--- config.mk ---
export PLATFORM = sky130hd
export DESIGN_NAME = alu_issue_arbiter
export DESIGN_NICKNAME = d
export VERILOG_FILES = /design/src/rtl/alu_issue_arbiter.sv
export SDC_FILE = /design/constraint.sdc
export NUM_CORES = 1
export LEC_CHECK = 0
export ABC_CLOCK_PERIOD_IN_PS = 3800
export CAP_MARGIN = 15
export CORE_AREA = 2 2 291 293
export DETAILED_ROUTE_END_ITERATION = 10
export DIE_AREA = 0 0 293 295
export RECOVER_POWER = 25
export SLEW_MARGIN = 25
export SYNTH_ARGS = -nofsm -noshare
export SYNTH_HDL_FRONTEND = slang
export SYNTH_SLANG_ARGS = --single-unit
--- constraint.sdc ---
create_clock -name clk_i -period 3.8 [get_ports clk_i]
set_input_delay 0.95 -clock clk_i [delete_from_list [all_inputs] [get_ports clk_i]]
set_output_delay 0.95 -clock clk_i [all_outputs]
set_load 0.02 [all_outputs]
--- src/rtl/alu_issue_arbiter.sv ---
// alu_issue_arbiter
// Picks one reservation-station requester per cycle and issues it into a
// two-stage pipeline: an issue register (ISS) that feeds the combinational
// arithmetic unit, then a result register (RES) that drives the CDB.
//
// Arbitration: round-robin by default. The pointer holds the highest-priority
// requester and moves to one past the winner after each grant. Defining the
// macro ALU_ARB_FIXED_PRIO_EN selects fixed priority instead: the lowest-index
// valid requester always wins, and there is no pointer register.
//
// Handshakes (strict valid/ready): a requester transfers on the rising edge
// where req_valid_i[i] and req_ready_o[i] are both high. req_ready_o is
// combinational and does not depend on req_ready_o itself. The CDB transfer
// completes on the edge where cdb_valid_o and cdb_ready_i are both high.
// While cdb_valid_o is high and cdb_ready_i is low, the result is held stable.
//
// Ports:
//   clk_i, reset_i (sync, active-low), flush_i (sync, clears both stages)
//   req_valid_i/req_ready_o : per-requester issue handshake
//   req_pc_i, req_inst_i, req_rs1_i, req_rs2_i (32b slices), req_tag_i (TAG_W slices)
//   alu_request_o, pc_o, inst_o, rs1_value_o, rs2_value_o : ISS contents to the ALU
//   alu_wb_valid_i, alu_wb_value_i : ALU result in the same cycle
//   cdb_valid_o, cdb_tag_o, cdb_value_o, cdb_ready_i : result toward the CDB
module alu_issue_arbiter #(
    parameter int NUM_REQ = 4,
    parameter int TAG_W   = 4
) (
    input  logic                     clk_i,
    input  logic                     reset_i,
    input  logic                     flush_i,
    input  logic [NUM_REQ-1:0]       req_valid_i,
    output logic [NUM_REQ-1:0]       req_ready_o,
    input  logic [NUM_REQ*32-1:0]    req_pc_i,
    input  logic [NUM_REQ*32-1:0]    req_inst_i,
    input  logic [NUM_REQ*32-1:0]    req_rs1_i,
    input  logic [NUM_REQ*32-1:0]    req_rs2_i,
    input  logic [NUM_REQ*TAG_W-1:0] req_tag_i,
    output logic                     alu_request_o,
    output logic [31:0]              pc_o,
    output logic [31:0]              inst_o,
    output logic [31:0]              rs1_value_o,
    output logic [31:0]              rs2_value_o,
    input  logic                     alu_wb_valid_i,
    input  logic [31:0]              alu_wb_value_i,
    output logic                     cdb_valid_o,
    output logic [TAG_W-1:0]         cdb_tag_o,
    output logic [31:0]              cdb_value_o,
    input  logic                     cdb_ready_i
);

    localparam int PTR_W = (NUM_REQ > 1) ? $clog2(NUM_REQ) : 1;

    logic              iss_valid_q, iss_valid_d;
    logic [31:0]       iss_pc_q, iss_pc_d;
    logic [31:0]       iss_inst_q, iss_inst_d;
    logic [31:0]       iss_rs1_q, iss_rs1_d;
    logic [31:0]       iss_rs2_q, iss_rs2_d;
    logic [TAG_W-1:0]  iss_tag_q, iss_tag_d;
    logic              res_valid_q, res_valid_d;
    logic [TAG_W-1:0]  res_tag_q, res_tag_d;
    logic [31:0]       res_value_q, res_value_d;

    logic              res_load;
    logic              iss_adv;
    logic              iss_open;
    logic              grant_found;
    logic              grant_en;
    logic [PTR_W-1:0]  grant_idx;
    logic [31:0]       sel_pc, sel_inst, sel_rs1, sel_rs2;
    logic [TAG_W-1:0]  sel_tag;

    // RES refills in the same cycle it drains; ISS can take a new entry in
    // the same cycle its current entry moves into RES.
    assign res_load = !res_valid_q || cdb_ready_i;
    assign iss_adv  = iss_valid_q && res_load;
    assign iss_open = !iss_valid_q || iss_adv;
    assign grant_en = reset_i && !flush_i && iss_open && grant_found;

`ifdef ALU_ARB_FIXED_PRIO_EN
    always_comb begin
        grant_found = 1'b0;
        grant_idx   = '0;
        for (int k = NUM_REQ - 1; k >= 0; k--) begin
            if (req_valid_i[k]) begin
                grant_found = 1'b1;
                grant_idx   = PTR_W'(k);
            end
        end
    end
`else
    logic [PTR_W-1:0] ptr_q, ptr_d;

    // Search ptr, ptr+1, ... wrapping at NUM_REQ; first valid wins.
    always_comb begin
        logic [PTR_W:0] sum;
        grant_found = 1'b0;
        grant_idx   = '0;
        sum         = '0;
        for (int k = 0; k < NUM_REQ; k++) begin
            sum = {1'b0, ptr_q} + (PTR_W+1)'(k);
            if (sum >= (PTR_W+1)'(NUM_REQ)) begin
                sum = sum - (PTR_W+1)'(NUM_REQ);
            end
            if (!grant_found && req_valid_i[sum[PTR_W-1:0]]) begin
                grant_found = 1'b1;
                grant_idx   = sum[PTR_W-1:0];
            end
        end
    end

    always_comb begin
        ptr_d = ptr_q;
        if (grant_en) begin
            if (grant_idx == PTR_W'(NUM_REQ - 1)) begin
                ptr_d = '0;
            end else begin
                ptr_d = grant_idx + 1'b1;
            end
        end
    end

    always_ff @(posedge clk_i) begin
        if (!reset_i) begin
            ptr_q <= '0;
        end else begin
            ptr_q <= ptr_d;
        end
    end
`endif

    always_comb begin
        req_ready_o = '0;
        if (grant_en) begin
            req_ready_o[grant_idx] = 1'b1;
        end
    end

    // Operand mux for the winning requester.
    always_comb begin
        sel_pc   = '0;
        sel_inst = '0;
        sel_rs1  = '0;
        sel_rs2  = '0;
        sel_tag  = '0;
        for (int i = 0; i < NUM_REQ; i++) begin
            if (grant_idx == PTR_W'(i)) begin
                sel_pc   = req_pc_i[32*i +: 32];
                sel_inst = req_inst_i[32*i +: 32];
                sel_rs1  = req_rs1_i[32*i +: 32];
                sel_rs2  = req_rs2_i[32*i +: 32];
                sel_tag  = req_tag_i[TAG_W*i +: TAG_W];
            end
        end
    end

    always_comb begin
        iss_valid_d = iss_valid_q;
        iss_pc_d    = iss_pc_q;
        iss_inst_d  = iss_inst_q;
        iss_rs1_d   = iss_rs1_q;
        iss_rs2_d   = iss_rs2_q;
        iss_tag_d   = iss_tag_q;
        res_valid_d = res_valid_q;
        res_tag_d   = res_tag_q;
        res_value_d = res_value_q;
        if (flush_i) begin
            iss_valid_d = 1'b0;
            res_valid_d = 1'b0;
        end else begin
            if (res_load) begin
                // A dropped ALU writeback leaves RES empty.
                res_valid_d = iss_adv && alu_wb_valid_i;
                if (iss_adv) begin
                    res_tag_d   = iss_tag_q;
                    res_value_d = alu_wb_value_i;
                end
            end
            if (grant_en) begin
                iss_valid_d = 1'b1;
                iss_pc_d    = sel_pc;
                iss_inst_d  = sel_inst;
                iss_rs1_d   = sel_rs1;
                iss_rs2_d   = sel_rs2;
                iss_tag_d   = sel_tag;
            end else if (iss_adv) begin
                iss_valid_d = 1'b0;
            end
        end
    end

    always_ff @(posedge clk_i) begin
        if (!reset_i) begin
            iss_valid_q <= 1'b0;
            iss_pc_q    <= '0;
            iss_inst_q  <= '0;
            iss_rs1_q   <= '0;
            iss_rs2_q   <= '0;
            iss_tag_q   <= '0;
            res_valid_q <= 1'b0;
            res_tag_q   <= '0;
            res_value_q <= '0;
        end else begin
            iss_valid_q <= iss_valid_d;
            iss_pc_q    <= iss_pc_d;
            iss_inst_q  <= iss_inst_d;
            iss_rs1_q   <= iss_rs1_d;
            iss_rs2_q   <= iss_rs2_d;
            iss_tag_q   <= iss_tag_d;
            res_valid_q <= res_valid_d;
            res_tag_q   <= res_tag_d;
            res_value_q <= res_value_d;
        end
    end

    // Outputs are forced to zero while reset is asserted so they are clean
    // even before the first reset edge. ISS data reads zero when empty.
    assign alu_request_o = reset_i && iss_valid_q;
    assign pc_o          = alu_request_o ? iss_pc_q   : '0;
    assign inst_o        = alu_request_o ? iss_inst_q : '0;
    assign rs1_value_o   = alu_request_o ? iss_rs1_q  : '0;
    assign rs2_value_o   = alu_request_o ? iss_rs2_q  : '0;
    assign cdb_valid_o   = reset_i && res_valid_q;
    assign cdb_tag_o     = reset_i ? res_tag_q   : '0;
    assign cdb_value_o   = reset_i ? res_value_q : '0;

endmodule

# --- Word level (Yosys, flattened, before mapping) ---
# Cells that the tools add are included.
# Widths: inputs -> output; s select.
classes:
  eq_ne: 3
  reduce_logical: 24
  n_addsub: 8
  bitwise_logic: 2
  n_mux: 52
  n_lt_le_gt_ge: 10
ops:
  columns: ["operator", "count"]
  rows:
  - ["$mux 32", 21]
  - ["$mux 4", 6]
  - ["$mux 2", 9]
  - ["$lt 2x3->1 const B", 5]
  - ["$logic_and 1x1->1", 11]
  - ["$mux 1", 11]
  - ["$ge 3x3->1 const B", 3]
  - ["$bmux 1 s2", 4]
  - ["$sub 2x1->2 const B", 4]
  - ["$add 2x2->3 const B", 2]
  - ["$logic_not 1->1", 6]
  - ["$eq 2x2->1 const B", 2]
  - ["$add 2x1->3 const B", 1]
  - ["$ge 2x3->1 const B", 1]
  - ["$reduce_and 3->1", 1]
  - ["$add 2x1->2 const B", 1]
  - ["$demux 1 s2", 1]
  - ["$eq 2x1->1 const B", 1]
  - ["$ge 2x1->1 const B", 1]
  - ["$logic_not 2->1", 1]
  - ["$logic_or 1x1->1", 2]
  - ["$not 1->1", 2]
  - ["$reduce_and 2->1", 1]
  - ["$reduce_bool 2->1", 1]
  - ["$reduce_or 2->1", 1]
word_totals:
  in_bits: 569
  word_cells: 109
  ff_bits: 172

# --- Longest topological paths before layout ---
depth:
  word_depth: 19
  depth_mapped: 13
  depth_no_buf: 9

# --- Worst setup path after synthesis ---
# OpenSTA, ideal clock, no wires.
synth_timing:
  path_type: "input to output"
  start: "input req_valid_i[2]"
  end: "output req_ready_o[3]"
  stages: 7
  setup_slack_ps: 297
  arrival_ps: 2553
  path_buffers: 2
  cell_sequence: "inv_1 > o22ai_1 > a211oi_1 > ha_1 > clkbuf_1 > clkbuf_1 > and2_1"
synth_between:
  elab_chain_len: 17
  elab_cells_between_ends: 29
  cone_classes: "order compare (2); mux (19); reduce/logical (8)"
synth_rtl:
  columns: ["item", "line", "source"]
  rows:
  - ["from (decl)", "31", "input logic [NUM_REQ-1:0] req_valid_i,"]
  - ["$bmux 1 s2", "104", "if (!grant_found && req_valid_i[sum[PTR_W-1:0]]) begin"]
  - ["$mux 1 (not written as such)", "104", null]
  - ["$mux 1", "104", null]
  - ["$logic_not 1->1", "104", null]
  - ["$logic_and 1x1->1", "104", null]
  - ["$mux 1", "104", null]
  - ["$logic_not 1->1", "104", null]
  - ["$logic_and 1x1->1", "104", null]
  - ["$mux 1", "104", null]
  - ["$logic_not 1->1", "104", null]
  - ["$logic_and 1x1->1", "104", null]
  - ["$mux 2", "104", null]
  - ["$lt 2x3->1 (not written as such) or $ge 2x1->1 (tied branches)", "134", "req_ready_o[grant_idx] = 1'b1;"]
  - ["$logic_and 1x1->1 (not written as such)", "134", null]
  - ["$mux 1 (not written as such)", "134", null]
  - ["$demux 1 s2", "134", null]
  - ["$mux 4 *", "133", "if (grant_en) begin"]
  - ["to (decl)", "32", "output logic [NUM_REQ-1:0] req_ready_o,"]
# Mark *: on every way between the ends. The rest lies on a longest branch, timed or not. The select of a mux whose other input is x is not followed.

# --- Worst setup path after layout ---
layout_timing:
  start: "input req_valid_i[2]"
  end: "register iss_inst_q[17]"
layout_between:
  elab_chain_len: 17
  elab_cells_between_ends: 32
  cone_classes: "eq/ne (3); mux (20); reduce/logical (9)"
layout_rtl:
  columns: ["item", "line", "source"]
  rows:
  - ["$bmux 1 s2", "104", null]
  - ["$mux 1 (not written as such)", "104", null]
  - ["$mux 1", "104", null]
  - ["$logic_not 1->1", "104", null]
  - ["$logic_and 1x1->1", "104", null]
  - ["$mux 1", "104", null]
  - ["$logic_not 1->1", "104", null]
  - ["$logic_and 1x1->1", "104", null]
  - ["$mux 1", "104", null]
  - ["$logic_not 1->1", "104", null]
  - ["$logic_and 1x1->1", "104", null]
  - ["$mux 2", "104", null]
  - ["$logic_not 2->1", "146", "if (grant_idx == PTR_W'(i)) begin"]
  - ["$mux 32 (4 in series)", "146", null]
  - ["to (signal assigned)", "205", "iss_inst_q <= iss_inst_d;"]
  - ["to (decl)", "55", "logic [31:0] iss_inst_q, iss_inst_d;"]
# Several ways; a longest one is shown, not always the timed one. The select of a mux whose other input is x is not followed.
# A chain may end at the register's enable or synchronous reset.

==> results.sh <==
export IMPL_worst_setup_hold_path_clk_slew_ps=80
export IMPL_critical_path_cell_chain="clkdlybuf4s50_1 > inv_1 > o22ai_1 > a211oi_1 > buf_4 > inv_1 > ha_1 > buf_4 > nor2b_4 > buf_2 > buf_4 > a221o_1 > a22oi_1 > a21oi_1"
export IMPL_worst_slew_pin_transition_ps=1960
export IMPL_finalCoreUtilization_pct=24.3
export IMPL_synth_compound_area_share_pct=42.6
export IMPL_post_place_worst_slack_ps=-431
export IMPL_synth_seq_cells=172
export IMPL_synthXorXnorAreaFrac_pct=0
export IMPL_worstHoldPathType="flop to flop"
export IMPL_detail_route_drc_violations=0
export IMPL_routed_via_density=4.24
export IMPL_synthesis_area_mm2=0.0109
export IMPL_drt_initial_drc_count=616
export IMPL_slew_viol_final=37
export IMPL_grt_start_max_net_pins=147
export IMPL_timing_setup_critical_path_class="input port to flop"
export IMPL_vdd_ir_drop_max_mv=0.301
export IMPL_worstPathRequired_ps=4120
export IMPL_core_area_mm2=0.0832
export IMPL_floorplan_initialDensity_pct=13.1
export IMPL_yosys_cell_types_count=30
export IMPL_r2r_end="res_value_q[31]$_SDFFE_PN0P_"
export IMPL_p_total_mw=6.73
export IMPL_max_stage_delay_ps=470
export IMPL_synth_top_area_cell="sky130_fd_sc_hd__dfxtp_1"
export IMPL_post_synth_fa_ha_maj_area_fraction_pct=0.460
export IMPL_finalCritPeriodShare_pct=97.7
export IMPL_postCtsHoldBufs=0
export IMPL_grt_pass1_vias=13000
export IMPL_worstPathArrival_ps=4030
export IMPL_boundaryPins=739
export IMPL_synth_top_family_by_area="compound AO/OA/AOI/OAI gates"
export IMPL_placed_wire_length_estimate_mm=43.8
export IMPL_postRouteWirelength_mm=57.4
export IMPL_power_per_cell_area_mw_per_mm2=333
export IMPL_drtPass1Iterations=5
export IMPL_finalWorstSetupSlack_ps=88.4
export IMPL_cts_setup_buffers=0
export IMPL_status="finished with violations"
export IMPL_tritoncts="done"
export IMPL_fp_dieH_um=295
export IMPL_setup_viol_count_final=0
export IMPL_startpoint="req_valid_i[2]"
export IMPL_critPathLaunchType="input port"
export IMPL_dieWidth_um=293
export IMPL_max_clock_path_buffers=2
export IMPL_detailed_route_wire_length_per_cell_um=17.9
export IMPL_final_hold_violation_count=0
export IMPL_synth_fp_nets=2028
export IMPL_numCtsBuffers=17
export IMPL_num_nets_final=2682
export IMPL_violated_checks="max-capacitance violations, max-slew violations"
export IMPL_core_rowCount=106
export IMPL_grt_first_pass_wirelength_mm=82.2
export IMPL_port_buffer_count=738
export IMPL_critPathMaxFanout=26
export IMPL_cts_root_buf="sky130_fd_sc_hd__clkbuf_16"
export IMPL_antenna_found_initial=2
export IMPL_drive_above_1_share_pct=5.14
export IMPL_cp_common_cell="sky130_fd_sc_hd__buf_4"
export IMPL_dieArea_mm2=0.0864
export IMPL_yosysSeqAreaShare_pct=31.7
export IMPL_fin_worst_skew_ps=12.8
export IMPL_finalCriticalPeriod_ps=3710
export IMPL_netlist_instances=1455
export IMPL_crit_path_top_delay_cell="sky130_fd_sc_hd__clkdlybuf4s50_1"
export IMPL_avgSynthCellArea_um2=7.48
export IMPL_r2r_cells=5
export IMPL_post_synth_and_or_nand_nor_area_fraction_pct=13.4
export IMPL_clock_sinks=172
export IMPL_clkLatencyLatePin_ps=480
export IMPL_reg2reg_setup_slack_ps=560
export IMPL_residual_antenna_violating_net_count_after_detailed_routing=0
export IMPL_routability_congestion=0.881
export IMPL_synthesis_yosys_warnings=0
export IMPL_yosys_mux_area_fraction_pct=0
export IMPL_vias=13600
export IMPL_synthTopCellsByArea="sky130_fd_sc_hd__dfxtp_1, sky130_fd_sc_hd__a21oi_1, sky130_fd_sc_hd__a221o_1"
export IMPL_grt_overflow_total=0
export IMPL_areaGrowthSynthToFinish_pct=85.9
export IMPL_htreeDepth=4
export IMPL_crit_path_end_kind="flop"
export IMPL_synth_top_cell_area_share_pct=31.7
export IMPL_worst_slew_margin_rel_pct=-30.6
export IMPL_globalRouteTotalUtil_pct=12.6
export IMPL_placed_cells_incl_taps=3170
export IMPL_static_leakage_power_nw=8.16
export IMPL_worst_setup_path_endpoint="iss_inst_q[17]$_SDFFE_PN0P_"
export IMPL_maxCapViolCount=1
export IMPL_achievable_frequency_mhz=269
export IMPL_grt_setup_unrepaired="no"
export IMPL_critical_r2r_launch="iss_valid_q$_SDFFE_PP0P_"
export IMPL_final_cell_count_no_fill=3204
worst max-delay path, delay by kind of cell:
kind,cells,cell delay (ps)
compound gates,5,1010
buf+inv,7,1650
fa+ha+maj,1,200
simple gates,1,140
worst min path at each step:
stage                     cells past startpoint                    startpoint                      endpoint  slack (ps)
after floorplan                               2     res_tag_q[0]$_SDFFE_PN0P_     res_tag_q[0]$_SDFFE_PN0P_         430
after global placement                        2  res_value_q[20]$_SDFFE_PN0P_  res_value_q[20]$_SDFFE_PN0P_         440
after global routing                          2  res_value_q[24]$_SDFFE_PN0P_  res_value_q[24]$_SDFFE_PN0P_         480
after CTS                                     2     res_tag_q[0]$_SDFFE_PN0P_     res_tag_q[0]$_SDFFE_PN0P_         450
after detailed placement                      2  res_value_q[20]$_SDFFE_PN0P_  res_value_q[20]$_SDFFE_PN0P_         440
final                                         2   res_value_q[6]$_SDFFE_PN0P_   res_value_q[6]$_SDFFE_PN0P_         450
stage by stage:
step           TNS [ps]  hold WS (ps)  instance area, um2
4_1_cts               0           453               20300
3_3_place_gp      -9940           436               19700
3_5_place_dp     -11490           441               19700
5_1_grt               0           480               20200
6_report              0           455               20200
2_1_floorplan         0           430               10900
cell type report:
cell class | count | area, um2
fill | 9119 | 62900
timing repair buffer | 810 | 8100
multi-input combinational | 972 | 6180
sequential | 172 | 3450
tap | 1080 | 1350
inverter | 136 | 510
clock buffer | 17 | 425
clock inverter | 15 | 200
antenna | 2 | 5.00
state kept, by name, summed over array words and instances (netlist names), 2 cells and up:
register and flops:
ptr_q 2, res_tag_q 4, res_value_q 32, iss_rs2_q 32, iss_rs1_q 32, iss_tag_q 4, iss_pc_q 32, iss_inst_q 32
metal layers:
layer  part of all wire (%)  track usage, %  routed length (um)  vias up
met4                    2.8            4.54                1580        2
met3                    7.5            4.14                4310       60
li1                       -               -                   -     6678
met1                     42            14.8               24000     6298
met5                  0.028               0                  16        -
met2                     48            21.4               27500      547
logic make-up (layout without fill, tap and decap cells):
logic type	after synthesis	count (layout)
fa+ha+maj	4	4
compound gates	708	708
other cells	0	2
buf+inv	311	978
flops	172	172
simple gates	260	260
timing repair:
action | 4_1_cts | 5_1_grt
gates resized for setup | 9 | 2
pin swaps | 1 | 0
setup endpoints to repair | 4 | 2
cell usage in the layout (no fill, tap or decap), types with 34 or more instances in the layout:
| cell type | synthesis | final |
|---|---|---|
| sky130_fd_sc_hd__a21oi_1 | 271 | 271 |
| sky130_fd_sc_hd__o21ai_1 | 61 | 61 |
| sky130_fd_sc_hd__nand2_1 | 76 | 76 |
| sky130_fd_sc_hd__inv_1 | 136 | 136 |
| sky130_fd_sc_hd__buf_4 | 7 | 47 |
| sky130_fd_sc_hd__o21ai_0 | 73 | 73 |
| sky130_fd_sc_hd__and2_1 | 42 | 42 |
| sky130_fd_sc_hd__a221o_1 | 131 | 131 |
| sky130_fd_sc_hd__clkdlybuf4s50_1 | 0 | 705 |
| sky130_fd_sc_hd__and3_1 | 128 | 128 |
| sky130_fd_sc_hd__a21boi_0 | 6 | 34 |
| sky130_fd_sc_hd__a22oi_1 | 132 | 132 |
| sky130_fd_sc_hd__dfxtp_1 | 172 | 171 |
report_power, final:
group / total, mW / internal, mW / leakage (nW) / switching (mW)
logic: 2.77 / 1.43 / 6.45 / 1.34
clock network: 1.96 / 1.01 / 0.300 / 0.949
registers: 2.00 / 1.93 / 1.41 / 0.0693
synthesized netlist by cell type:
cell	n
sky130_fd_sc_hd__a21oi_1	271
sky130_fd_sc_hd__dfxtp_1	172
sky130_fd_sc_hd__inv_1	136
sky130_fd_sc_hd__clkbuf_1	133
sky130_fd_sc_hd__a22oi_1	132
sky130_fd_sc_hd__a221o_1	131
sky130_fd_sc_hd__and3_1	128
sky130_fd_sc_hd__nand2_1	76
sky130_fd_sc_hd__o21ai_0	73
sky130_fd_sc_hd__o21ai_1	61
sky130_fd_sc_hd__and2_1	42
sky130_fd_sc_hd__a21boi_1	30
sky130_fd_sc_hd__buf_2	24
sky130_fd_sc_hd__buf_6	10
sky130_fd_sc_hd__buf_4	7
sky130_fd_sc_hd__a21boi_0	6
sky130_fd_sc_hd__ha_1	4
sky130_fd_sc_hd__nand2b_1	3
sky130_fd_sc_hd__nor2_1	3
sky130_fd_sc_hd__nor2b_1	3
sky130_fd_sc_hd__a211oi_1	1
sky130_fd_sc_hd__a21o_1	1
sky130_fd_sc_hd__and3b_1	1
sky130_fd_sc_hd__buf_1	1
sky130_fd_sc_hd__nor3_4	1
sky130_fd_sc_hd__nor3b_2	1
sky130_fd_sc_hd__nor4_2	1
sky130_fd_sc_hd__o22a_1	1
sky130_fd_sc_hd__o22ai_1	1
sky130_fd_sc_hd__or3b_1	1
Note: power is estimated with default switching activity, not from simulation.
